--- src/rtl/synth_pkg.sv ---
// Shared synthesizer definitions: ADSR stage encoding, level limits and the
// sustain percentage-to-level conversion.
package synth_pkg;

  typedef enum logic [2:0] {
    ST_IDLE    = 3'd0,
    ST_ATTACK  = 3'd1,
    ST_DECAY   = 3'd2,
    ST_SUSTAIN = 3'd3,
    ST_RELEASE = 3'd4
  } adsr_stage_e;

  localparam logic [15:0] LEVEL_MAX     = 16'hFFFF;
  localparam logic [16:0] SUSTAIN_SCALE = 17'd655;
  localparam logic [6:0]  SUSTAIN_MAX   = 7'd100;

  // Percentages above 100 clamp, so the result never exceeds 65500.
  function automatic logic [16:0] sustain_to_level(input logic [6:0] pct);
    logic [6:0]  w_pct;
    logic [16:0] w_prod;
    w_pct  = (pct > SUSTAIN_MAX) ? SUSTAIN_MAX : pct;
    w_prod = 17'(w_pct) * SUSTAIN_SCALE;
    return w_prod;
  endfunction

endpackage

--- src/rtl/adsr_rate_divider.sv ---
// Tick prescaler for one envelope stage: fires a step every (i_rate+1) ticks,
// restarts from zero on i_clear. A live rate below the count just wraps.
module adsr_rate_divider
  import synth_pkg::*;
#(
  parameter int RATE_W = 12
) (
  input  logic              clock,
  input  logic              reset,
  input  logic              i_tick,
  input  logic              i_clear,
  input  logic [RATE_W-1:0] i_rate,
  output logic              o_step
);

  logic [RATE_W-1:0] r_cnt;
  logic              w_hit;

  assign w_hit  = (r_cnt == i_rate);
  assign o_step = i_tick & w_hit & ~i_clear;

  always_ff @(posedge clock or posedge reset) begin
    if (reset) begin
      r_cnt <= '0;
    end else if (i_clear) begin
      r_cnt <= '0;
    end else if (i_tick) begin
      r_cnt <= w_hit ? '0 : r_cnt + RATE_W'(1);
    end
  end

endmodule

--- src/rtl/adsr_envelope.sv ---
// Per-voice ADSR envelope generator with a 16-bit registered level output.
// Build option ADSR_RETRIGGER_EN: a gate rise restarts the attack from zero.
module adsr_envelope
  import synth_pkg::*;
#(
  parameter int LEVEL_STEP = 256,
  parameter int RATE_W     = 12
) (
  input  logic              clock,
  input  logic              reset,
  input  logic              i_tick,
  input  logic              i_gate,
  input  logic [RATE_W-1:0] i_attack,
  input  logic [RATE_W-1:0] i_decay,
  input  logic [6:0]        i_sustain,
  input  logic [RATE_W-1:0] i_release,
  output logic [15:0]       o_level,
  output logic [2:0]        o_stage,
  output logic              o_active
);

  localparam logic [16:0] STEP17  = 17'(LEVEL_STEP);
  localparam logic [16:0] LMAX17  = {1'b0, LEVEL_MAX};
  localparam logic [16:0] ATK_TOP = LMAX17 - STEP17;

  function automatic logic [15:0] sat_add(input logic [16:0] a, input logic [16:0] b);
    logic [17:0] w_sum;
    w_sum = {1'b0, a} + {1'b0, b};
    return (w_sum > {1'b0, LMAX17}) ? LEVEL_MAX : w_sum[15:0];
  endfunction

  function automatic logic [15:0] sat_sub(input logic [16:0] a, input logic [16:0] b);
    logic [16:0] w_dif;
    w_dif = a - b;
    return (b > a) ? 16'd0 : w_dif[15:0];
  endfunction

  adsr_stage_e       r_stage;
  logic [15:0]       r_level;
  logic              r_gate_q;
  logic              r_active;

  adsr_stage_e       w_stage_nxt;
  logic [15:0]       w_level_nxt;
  logic [16:0]       w_level17;
  logic [16:0]       w_sus17;
  logic              w_rise;
  logic              w_fall_evt;
  logic              w_clear;
  logic              w_step;
  logic [RATE_W-1:0] w_rate;

  assign w_level17  = {1'b0, r_level};
  assign w_sus17    = sustain_to_level(i_sustain);
  assign w_rise     = i_gate & ~r_gate_q;
  assign w_fall_evt = ~i_gate & r_gate_q &
                      ((r_stage == ST_ATTACK) || (r_stage == ST_DECAY) ||
                       (r_stage == ST_SUSTAIN));
  // Stages without a rate hold the prescaler at zero so the next stage starts clean.
  assign w_clear    = w_rise | w_fall_evt | (r_stage == ST_IDLE) |
                      (r_stage == ST_SUSTAIN);

  always_comb begin
    w_rate = '0;
    case (r_stage)
      ST_ATTACK:  w_rate = i_attack;
      ST_DECAY:   w_rate = i_decay;
      ST_RELEASE: w_rate = i_release;
      default:    w_rate = '0;
    endcase
  end

  adsr_rate_divider #(.RATE_W(RATE_W)) u_div (
    .clock   (clock),
    .reset   (reset),
    .i_tick  (i_tick),
    .i_clear (w_clear),
    .i_rate  (w_rate),
    .o_step  (w_step)
  );

  always_comb begin
    w_stage_nxt = r_stage;
    w_level_nxt = r_level;
    if (w_rise) begin
      w_stage_nxt = ST_ATTACK;
`ifdef ADSR_RETRIGGER_EN
      w_level_nxt = 16'd0;
`endif
    end else if (w_fall_evt) begin
      w_stage_nxt = ST_RELEASE;
    end else begin
      case (r_stage)
        ST_IDLE: w_level_nxt = 16'd0;
        ST_ATTACK: begin
          if (w_step) begin
            if (w_level17 >= ATK_TOP) begin
              w_level_nxt = LEVEL_MAX;
              w_stage_nxt = ST_DECAY;
            end else begin
              w_level_nxt = sat_add(w_level17, STEP17);
            end
          end
        end
        ST_DECAY: begin
          if (w_step) begin
            if ({1'b0, w_level17} <= ({1'b0, w_sus17} + {1'b0, STEP17})) begin
              w_level_nxt = w_sus17[15:0];
              w_stage_nxt = ST_SUSTAIN;
            end else begin
              w_level_nxt = sat_sub(w_level17, STEP17);
            end
          end
        end
        ST_SUSTAIN: if (i_tick) w_level_nxt = w_sus17[15:0];
        ST_RELEASE: begin
          if (w_step) begin
            if (w_level17 <= STEP17) begin
              w_level_nxt = 16'd0;
              w_stage_nxt = ST_IDLE;
            end else begin
              w_level_nxt = sat_sub(w_level17, STEP17);
            end
          end
        end
        default: begin
          w_level_nxt = 16'd0;
          w_stage_nxt = ST_IDLE;
        end
      endcase
    end
  end

  always_ff @(posedge clock or posedge reset) begin
    if (reset) begin
      r_stage  <= ST_IDLE;
      r_level  <= 16'd0;
      r_gate_q <= 1'b0;
      r_active <= 1'b0;
    end else begin
      r_stage  <= w_stage_nxt;
      r_level  <= w_level_nxt;
      r_gate_q <= i_gate;
      r_active <= (w_stage_nxt != ST_IDLE);
    end
  end

  assign o_level  = r_level;
  assign o_stage  = r_stage;
  assign o_active = r_active;

endmodule

--- config.mk ---
export PLATFORM = sky130hd
export DESIGN_NAME = adsr_envelope
export DESIGN_NICKNAME = d
export VERILOG_FILES = /design/src/rtl/synth_pkg.sv /design/src/rtl/adsr_rate_divider.sv /design/src/rtl/adsr_envelope.sv
export SDC_FILE = /design/constraint.sdc
export NUM_CORES = 1
export LEC_CHECK = 0
export CORE_MARGIN = 2
export CORE_UTILIZATION = 26
export DETAILED_ROUTE_END_ITERATION = 10
export HOLD_SLACK_MARGIN = 0.05
export PLACE_DENSITY = 0.43
export REMOVE_ABC_BUFFERS = 1
export SLEW_MARGIN = 15
export SYNTH_ARGS = -nofsm -noshare
export SYNTH_HDL_FRONTEND = slang
export SYNTH_SLANG_ARGS = --single-unit
--- constraint.sdc ---
create_clock -name clock -period 4.4 [get_ports clock]
set_input_delay 0.88 -clock clock [delete_from_list [all_inputs] [get_ports clock]]
set_output_delay 0.88 -clock clock [all_outputs]
set_load 0.02 [all_outputs]
; ---- Yosys cells after proc, flatten, opt, wreduce, memory -nomap -nowiden
; Cells that the tools add are included.
; W data, S select, Z words.
[totals]
input_bits = 47
ff_bits = 33
wordCells = 69
output_inout_bits = 20
[classes]
muxes = 24
addsub = 4
order_cmp = 6
eq_ne = 9
bitwise_logic = 13
reduce_logical = 7
n_mul = 1
[op_table]
columns = cell, n
row1 = $mux W16, 9
row2 = $pmux W16 S4, 1
row3 = $mux W12, 3
row4 = $pmux W12 S3, 1
row5 = $mux W3, 8
row6 = $add A17 B9 Y18 const B, 1
row7 = $le A16 B18 Y1, 1
row8 = $add A16 B9 Y17 const B, 1
row9 = $gt A17 B16 Y1 const B, 1
row10 = $mul A7 B10 Y17 const B, 1
row11 = $ge A16 B16 Y1 const B, 1
row12 = $gt A9 B16 Y1 const A, 1
row13 = $le A16 B9 Y1 const B, 1
row14 = $sub A16 B9 Y16 const B, 1
row15 = $add A12 B1 Y12 const B, 1
row16 = $eq A12 B12 Y1, 1
row17 = $pmux W3 S4, 1
row18 = $gt A7 B7 Y1 const B, 1
row19 = $mux W7, 1
row20 = $eq A3 B2 Y1 const B, 2
row21 = $ne A2 B1 Y1 const B, 3
row22 = $reduce_and A6 Y1, 1
row23 = $and A1 B1 Y1, 5
row24 = $not A1 Y1, 5
row25 = 9 further kinds, 12

; ---- Logic depth before layout (Yosys ltp)
; Gate-level depths: netlist of the first run.
[logic_depth]
depth_word = 14
ltp_mapped = 28
ltp_nobuf = 27

; ---- By module
; From an unflattened synthesis of the first run, not the netlist that was laid out.
[unflattened]
cells_unflattened = 600
area_unflattened_um2 = 4857.2
[modules_own_cells]
columns = module, n_inst, cells_per_inst, seq_area_each_um2, area_each_um2
row1 = adsr_envelope, 1, 502, 525.5, 3986.3
row2 = adsr_rate_divider, 1, 98, 300.3, 870.8

; ---- Worst setup path before layout of the first run
; Ideal clock, no wire load.
[synth_timing]
kind = input-to-reg
startpoint = input i_sustain[6]
endpoint = register r_level[3] (netlist: o_level[3])
n_path_buf = 0
setup_ps = 134
t_required_ps = 4266
arrival_ps = 6683
path_stages = 26
slack_ps = -2418
cell_sequence = nand2_1 > and2_1 > fa_1 > inv_1 > fa_1 > inv_1 > fa_1 > fa_1 > ha_1 > o211ai_1 > a21oi_2 > nor2_1 > xnor2_1 > ha_1 > inv_1 > or3b_4 > xnor2_1 > ha_1 > o21ai_0 > nor2_1 > nor3_1 > nor2_1 > o31a_1 > and3_1 > a21oi_2 > o221ai_2
[synth_via]
elab_chain_len = 8
elab_cells_between_ends = 9
cone_classes = add/sub: 1 / mul: 1 / order compare: 2 / mux: 5
[synth_lines]
columns = item, line
row1 = start: declaration, adsr_envelope.sv:15  ; input logic [6:0] i_sustain,
row2 = $gt A7 B7 Y1, synth_pkg.sv:21  ; w_pct = (pct > SUSTAIN_MAX) ? SUSTAIN_MAX : pct;
row3 = $mux W7 (*), synth_pkg.sv:21
row4 = $mul A7 B10 Y17 (*), synth_pkg.sv:22  ; w_prod = 17'(w_pct) * SUSTAIN_SCALE;
row5 = $add A17 B9 Y18, adsr_envelope.sv:107  ; if ({1'b0, w_level17} <= ({1'b0, w_sus17} + {1'b0, STEP17})) begin
row6 = $le A16 B18 Y1, adsr_envelope.sv:107
row7 = $mux W16, adsr_envelope.sv:107
row8 = $mux W16, adsr_envelope.sv:106  ; if (w_step) begin
row9 = $pmux W16 S4 (*), adsr_envelope.sv:93  ; case (r_stage)
row10 = end signal: assignment, adsr_envelope.sv:142  ; r_level <= w_level_nxt;
row11 = end: declaration, adsr_envelope.sv:39  ; logic [15:0] r_level;
; Mark *: on every way between the ends. The rest lies on a longest branch, timed or not. The select of a mux whose other input is x is not followed.
; A chain may end at the register's enable or synchronous reset.

; ---- Worst setup path in the final report of the first run
[layout_timing]
startpoint = input i_sustain[5]
endpoint = register r_level[3] (netlist: o_level[3])
; Same word-level chain as after synthesis.

==> impl_metrics.ini, run 1 <==
[status]
status = complete, but fails checks
violations = setup timing

[power]
p_seq_share_pct = 12.1
p_sw_share_pct = 41.36
p_per_area_nw_per_um2 = 360.1
p_sw_mw = 1.123
power.leakage_nw = 3.251
p_int_mw = 1.592
combPwrFrac_pct = 75.0
p_clk_share_pct = 12.9
vdd_drop_max_mv = 0.1913

[synth]
synth_top_area_cell = ha_1
yosys.area_share.simple_pct = 28.53
synth_top_family_by_area = simple AND/OR/NAND/NOR gates
yosysSeqAreaShare_pct = 15.79
ys_top_cells_by_area = ha_1 17%, dfrtp_1 16%, nand4bb_1 5.2%, nand2_1 3.5%, fa_1 3.4%
yosysWarnings = 0
netlist_instances = 620
synth-main-ff-cell = dfrtp_1
synth_top_cell_area_share_pct = 17.46
synth-edff-count = 0
synth_xor_area_share_pct = 5.525
avgSynthCellArea_um2 = 8.438
synth_seq_cells = 33
async_flop_share_pct = 100.0
synth_area_um2 = 5231
synthMuxAreaShare_pct = 0.6697
ys_top_cells_by_count = 73 x ha_1, 49 x nand2_1, 36 x nor2_1, 34 x inv_1, 33 x dfrtp_1
netlist-cell-type-count = 75
synth_compound_area_share_pct = 22.82
synth_fa_ha_area_share_pct = 21.10
yosys.cell_count.top_type = ha_1

[cells_and_area]
drive_above_1_share_pct = 28.37
nNetsFinal = 921
area_growth_pct = 44.13
design_area_um2 = 7540
multiInputGateArea_um2 = 4412
layout.cells.non_filler = 1058
n_fill_cell = 2012
seq_area_um2 = 825.8
antennaDiodeCount = 0

[grt]
grt_pass1_vias = 5547
antenna_found_initial = 0
grt_max_degree = 34
grt_usage_pct = 16.20
overflow = 0
grt_pass1_wl_um = 28520

[setup_path]
timing.critical_path.buf_inv = 7
cp-startpoint = i_sustain[5]
slowest_delay_ns = 0.56
cp-endpoint = o_level[3]$_DFFE_PP0P_
crit_required_ns = 4.56
critPathTopFamily = adder cells
timing.rr.start = o_stage[0]$_DFF_PP0_
arrival_ns = 6.38
regToRegSetupSlack_ns = 0.76
crit_path_max_fanout = 6
cp-start-kind = input port
crit_slowest_cell = fa_1
rr_endpoint = o_level[8]$_DFFE_PP0P_
r2r_cells = 10
cp.depth = 28
worstSetupPathType = in -> reg
cp-end-kind = register

[hold_path]
min_path_type = reg -> reg

[sta]
hold_ws_ns = 0.5585
setup_violations = 18
timing.fmax_mhz = 160.6
min_period_ns = 6.227
worst_slack_ns = -1.827
slew_headroom_pct = 36.90
post-route-period-util_pct = 141.5
finalHoldViolations = 0
rsz0062_at_grt = true
worst_slew_pin_slew_ns = 0.9378
skew_ns = 0.008510
drv_slew = 0

[routing]
post_drt_via_cell_ratio = 5.204
final_antenna_net_count = 0
route.detailed.drc = 0
drt-initial-drc-count = 320
dr.pass1.iters = 5
finalWirelength_um = 17240
routed-via-count = 5506
wl_per_cell_um = 16.30

[cts]
clockBufferDepth = 2
hold_buffers = 0
cts_buffers = 5
clkTransAtPathRegs_ns = 0.06
cts_tree = yes
cts_max_level = 2
cts.sinks = 33
clock_latency_ns = 0.28
cts_root_buf = clkbuf_16

[floorplanning]
rows = 51
die-area_um2 = 21270
pin_count = 67
start_util_pct = 26.70
core_area_um2 = 19590
die_x_um = 145.8
die_h_um = 145.8

[placed_design]
place.port_buffers = 66
gp_congestion = 0.8397
dp.final_hpwl_um = 13590
dp.cells = 1024
dpl_cell_area_um2 = 6855

[job]
max_cap_violations = 0
-- final cells by class --
cell class / count / share of cell area [%]
timing repair buffer: 198 / 22.55
clock buffer: 5 / 1.659
inverter: 34 / 1.693
tap: 265 / 4.398
clock inverter: 3 / 0.2323
multi-input combinational: 520 / 58.51
sequential: 33 / 10.95
-- routing by layer --
layer | vias to the layer above | GRT usage (%) | wire length, µm
li1 | 2713 | - | -
met1 | 2651 | 22.15 | 8431
met2 | 123 | 27.00 | 7867
met3 | 19 | 2.759 | 716
met4 | 0 | 2.990 | 227
met5 | - | 0 | 0
-- worst min-delay path: cells and delay by family, from the launching register on --
| kind | cells | cell delay (ns) |
|---|---|---|
| simple gates | 1 | 0.07 |
| compound gates | 1 | 0.05 |
| flops | 1 | 0.40 |
-- per-stage QoR --
step	setup WS [ns]	power [mW]	utilization [%]	TNS, ns
floorplan	-2.434	1.293	-	-40.81
global placement	-2.786	2.054	34.99	-48.13
detailed placement	-2.898	2.078	34.99	-49.93
CTS	-1.835	2.657	37.82	-32.00
global route	-2.050	2.949	38.49	-36.11
finish	-1.827	2.715	38.49	-31.91
-- how the worst min path moves through the flow --
stage	start	to	slack (ns)	depth (start not counted)
6_report	u_div.r_cnt[11]$_DFFE_PP0P_	u_div.r_cnt[11]$_DFFE_PP0P_	0.56	2
5_1_grt	u_div.r_cnt[11]$_DFFE_PP0P_	u_div.r_cnt[11]$_DFFE_PP0P_	0.58	2
4_1_cts	u_div.r_cnt[11]$_DFFE_PP0P_	u_div.r_cnt[11]$_DFFE_PP0P_	0.56	2
3_5_place_dp	u_div.r_cnt[11]$_DFFE_PP0P_	u_div.r_cnt[11]$_DFFE_PP0P_	0.55	2
3_3_place_gp	u_div.r_cnt[11]$_DFFE_PP0P_	u_div.r_cnt[11]$_DFFE_PP0P_	0.54	2
2_1_floorplan	u_div.r_cnt[4]$_DFFE_PP0P_	u_div.r_cnt[4]$_DFFE_PP0P_	0.50	2
-- registers in the layout, summed over array words and instances (netlist names) --
| name | flops |
|---|---|
| u_div.r_cnt | 12 |
| r_gate_q | 1 |
| o_stage | 3 |
| o_active | 1 |
| o_level | 16 |
-- power by group through the flow --
| stage | Clock (mW) | Combinational, mW | Sequential (mW) |
|---|---|---|---|
| after detailed placement | 0 | 1.74 | 0.334 |
| after global placement | 0 | 1.72 | 0.334 |
| final | 0.349 | 2.04 | 0.329 |
| after floorplan | 0 | 0.954 | 0.339 |
| after global routing | 0.375 | 2.24 | 0.332 |
| after CTS | 0.361 | 1.97 | 0.329 |
-- cells by family (layout without fill, tap and decap cells) --
logic type,count (synthesis),count (layout)
AO/OA/AOI/OAI,162,162
XOR/XNOR,33,33
adder cells (fa/ha/maj),83,83
buffers and inverters,67,240
flip-flops,33,33
multiplexers,3,3
AND/OR/NAND/NOR,239,239
-- repair_timing --
action	in CTS	in global routing
resized for setup	83	28
setup endpoints to repair	18	18
gates cloned	0	0
buffers inserted	22	4
pin swaps	48	24
-- layout by cell type (no fill, tap or decap), types with 6 or more instances in the layout --
master	count
inv_1	31
o21ai_0	23
a21oi_1	26
nor3_1	11
and2_1	11
a31oi_1	12
buf_6	15
a21o_1	6
xor2_1	19
o221ai_2	10
nand2b_1	8
a22oi_1	7
fa_1	7
nand4bb_1	24
buf_4	120
o211ai_1	9
clkdlybuf4s50_1	59
nand4_1	15
nand2_1	45
and3_1	9
nand3_1	16
dfrtp_1	33
ha_1	66
xnor2_1	11
and4_1	7
nor2_1	31
(Power assumes the default switching activity.)
==> run 2: changes to the inputs <==
--- a/config.mk
+++ b/config.mk
@@ -5,6 +5,7 @@
 export SDC_FILE = /design/constraint.sdc
 export NUM_CORES = 1
 export LEC_CHECK = 0
+export CAP_MARGIN = 20
 export CORE_MARGIN = 2
 export CORE_UTILIZATION = 26
 export DETAILED_ROUTE_END_ITERATION = 10
==> results of run 2 <==
Final layout, timing and power as in run 1 (identical DEF).
==> run 3: changes to the inputs <==
--- a/config.mk
+++ b/config.mk
@@ -10,7 +10,7 @@
 export CORE_UTILIZATION = 26
 export DETAILED_ROUTE_END_ITERATION = 10
 export HOLD_SLACK_MARGIN = 0.05
-export PLACE_DENSITY = 0.43
+export PLACE_DENSITY = 0.48
 export REMOVE_ABC_BUFFERS = 1
 export SLEW_MARGIN = 15
 export SYNTH_ARGS = -nofsm -noshare
==> run 3 against run 2 <==
Against the previous run: the run still ends with setup timing left; first-iteration DRC count rose by 4.4%; non-clock buffer count fell by 32; largest power group unchanged; critical path type unchanged; final area is 3.6% lower.
==> impl_metrics.ini, run 3 (same netlist as run 1, synthesis figures left out) <==
[status]
status = complete, but fails checks
violations = setup timing

[sta]
slew_headroom_pct = 33.80
rsz0062_at_grt = true
finalHoldViolations = 0
timing.fmax_mhz = 160.5
post-route-period-util_pct = 141.6
skew_ns = 0.005839
worst_slew_pin_slew_ns = 0.9909
min_period_ns = 6.232
drv_slew = 0
setup_violations = 18
worst_slack_ns = -1.832

[cells_and_area]
design_area_um2 = 7272
nNetsFinal = 889
antennaDiodeCount = 0
largest_reg_flops = 16
drive_above_1_share_pct = 24.18
layout.cells.non_filler = 1026
fin_util_pct = 37.12
area_growth_pct = 39.01
mostFrequentLayoutCells = 93 x buf_4, 65 x ha_1, 59 x clkdlybuf4s50_1
mostFrequentLayoutCell = buf_4

[setup_path]
cp-end-kind = register
worstSetupPathType = in -> reg
regToRegSetupSlack_ns = 0.69
crit_path_max_fanout = 6
arrival_ns = 6.38
timing.rr.start = o_stage[1]$_DFF_PP0_
crit_slowest_cell = fa_2
rr_endpoint = o_level[3]$_DFFE_PP0P_
r2r_cells = 10
crit_required_ns = 4.55
cp-start-kind = input port
cp_common_cell = inv_1
slowest_delay_ns = 0.54

[grt]
grt_pass1_wl_um = 28320
grt_max_degree = 42
grt_pass1_vias = 5649
overflow = 0
grt_usage_pct = 15.88
antenna_found_initial = 0

[routing]
highest_layer = met4
dr.pass1.iters = 5
drt-initial-drc-count = 334
drt-met1-wl_um = 8041
route.detailed.drc = 0
wl_met3_um = 833
wl_per_cell_um = 16.58
final_antenna_net_count = 0
finalWirelength_um = 17010
routed-via-count = 5411
met2WireLength_um = 7839
post_drt_via_cell_ratio = 5.274

[power]
combPwrFrac_pct = 74.3
p_clk_share_pct = 13.5
power.leakage_nw = 3.093
p_per_area_nw_per_um2 = 357.8
p_seq_share_pct = 12.1
p_sw_share_pct = 42.21
p_sw_mw = 1.098
p_int_mw = 1.504
vdd_drop_max_mv = 0.2569

[hold_path]
min_path_type = reg -> reg
hold_start = u_div.r_cnt[4]$_DFFE_PP0P_
holdPathEnd = u_div.r_cnt[4]$_DFFE_PP0P_
holdPathStages = 2

[floorplanning]
start_util_pct = 26.70
die-area_um2 = 21270
rows = 51
die_h_um = 145.8
core_area_um2 = 19590
pin_count = 67
die_x_um = 145.8

[cts]
cts_root_buf = clkbuf_16
cts_tree = yes
cts_max_level = 2
cts.sinks = 33
clock_latency_ns = 0.28
cts_buffers = 5
clkTransAtPathRegs_ns = 0.06
clockBufferDepth = 2

[placed_design]
dp.final_hpwl_um = 13360
dp.cells = 1010
place.port_buffers = 66
gp_congestion = 0.9241
dpl_cell_area_um2 = 6763

[job]
max_cap_violations = 0
-- run 3: worst max-delay path by stage --
| stage | startpoint | end | depth (start not counted) | slack [ns] |
|---|---|---|---|---|
| 2_1_floorplan | i_sustain[6] | o_level[0]$_DFFE_PP0P_ | 26 | -2.43 |
| 3_3_place_gp | i_sustain[6] | o_level[3]$_DFFE_PP0P_ | 29 | -2.77 |
| 3_5_place_dp | i_sustain[6] | o_level[3]$_DFFE_PP0P_ | 29 | -2.86 |
| 4_1_cts | i_sustain[5] | o_level[3]$_DFFE_PP0P_ | 29 | -1.83 |
| 5_1_grt | i_sustain[5] | o_level[3]$_DFFE_PP0P_ | 28 | -2.05 |
| 6_report | i_sustain[5] | o_level[3]$_DFFE_PP0P_ | 28 | -1.83 |
-- run 3: power by group through the flow --
stage | Clock [mW] | Sequential (mW) | Combinational [mW]
floorplan | 0 | 0.339 | 0.954
global placement | 0 | 0.321 | 1.68
detailed placement | 0 | 0.321 | 1.71
CTS | 0.358 | 0.316 | 1.85
global route | 0.369 | 0.317 | 2.15
finish | 0.352 | 0.316 | 1.93
-- run 3: layout make-up --
cell class,count,area [µm²]
multi-input combinational,520,4384
clock buffer,5,125.1
clock inverter,3,17.52
timing repair buffer,166,1460
fill,2005,12320
sequential,33,825.8
inverter,34,127.6
tap,265,331.6
-- run 3: metal layers --
layer	vias to the layer above	GRT usage, %
met5	-	0
met4	0	3.873
met3	30	2.665
met2	145	26.70
met1	2589	21.20
li1	2647	-
-- run 3: worst max-delay path: cells and delay by family --
kind | cells | cell delay [ns]
simple gates | 9 | 1.45
compound gates | 5 | 1.07
buf+inv | 6 | 0.44
fa+ha+maj | 7 | 2.36
xor+xnor | 1 | 0.17
-- run 3: what timing repair did --
action	CTS	global route
hold buffers	0	0
gates cloned	1	0
pin swaps	45	20
buffers inserted	6	1
resized for setup	76	16
endpoints found under the setup margin	18	18
-- run 3: stage by stage --
step                hold WS [ns]  TNS (ns)  power (mW)  worst slack (ns)
global placement          0.5524    -47.61       1.998            -2.768
finish                    0.5760    -31.21       2.602            -1.832
detailed placement        0.5642    -48.98       2.027            -2.859
global route              0.6119    -35.68       2.837            -2.049
floorplan                 0.4988    -40.81       1.293            -2.434
CTS                       0.5767    -31.34       2.523            -1.834
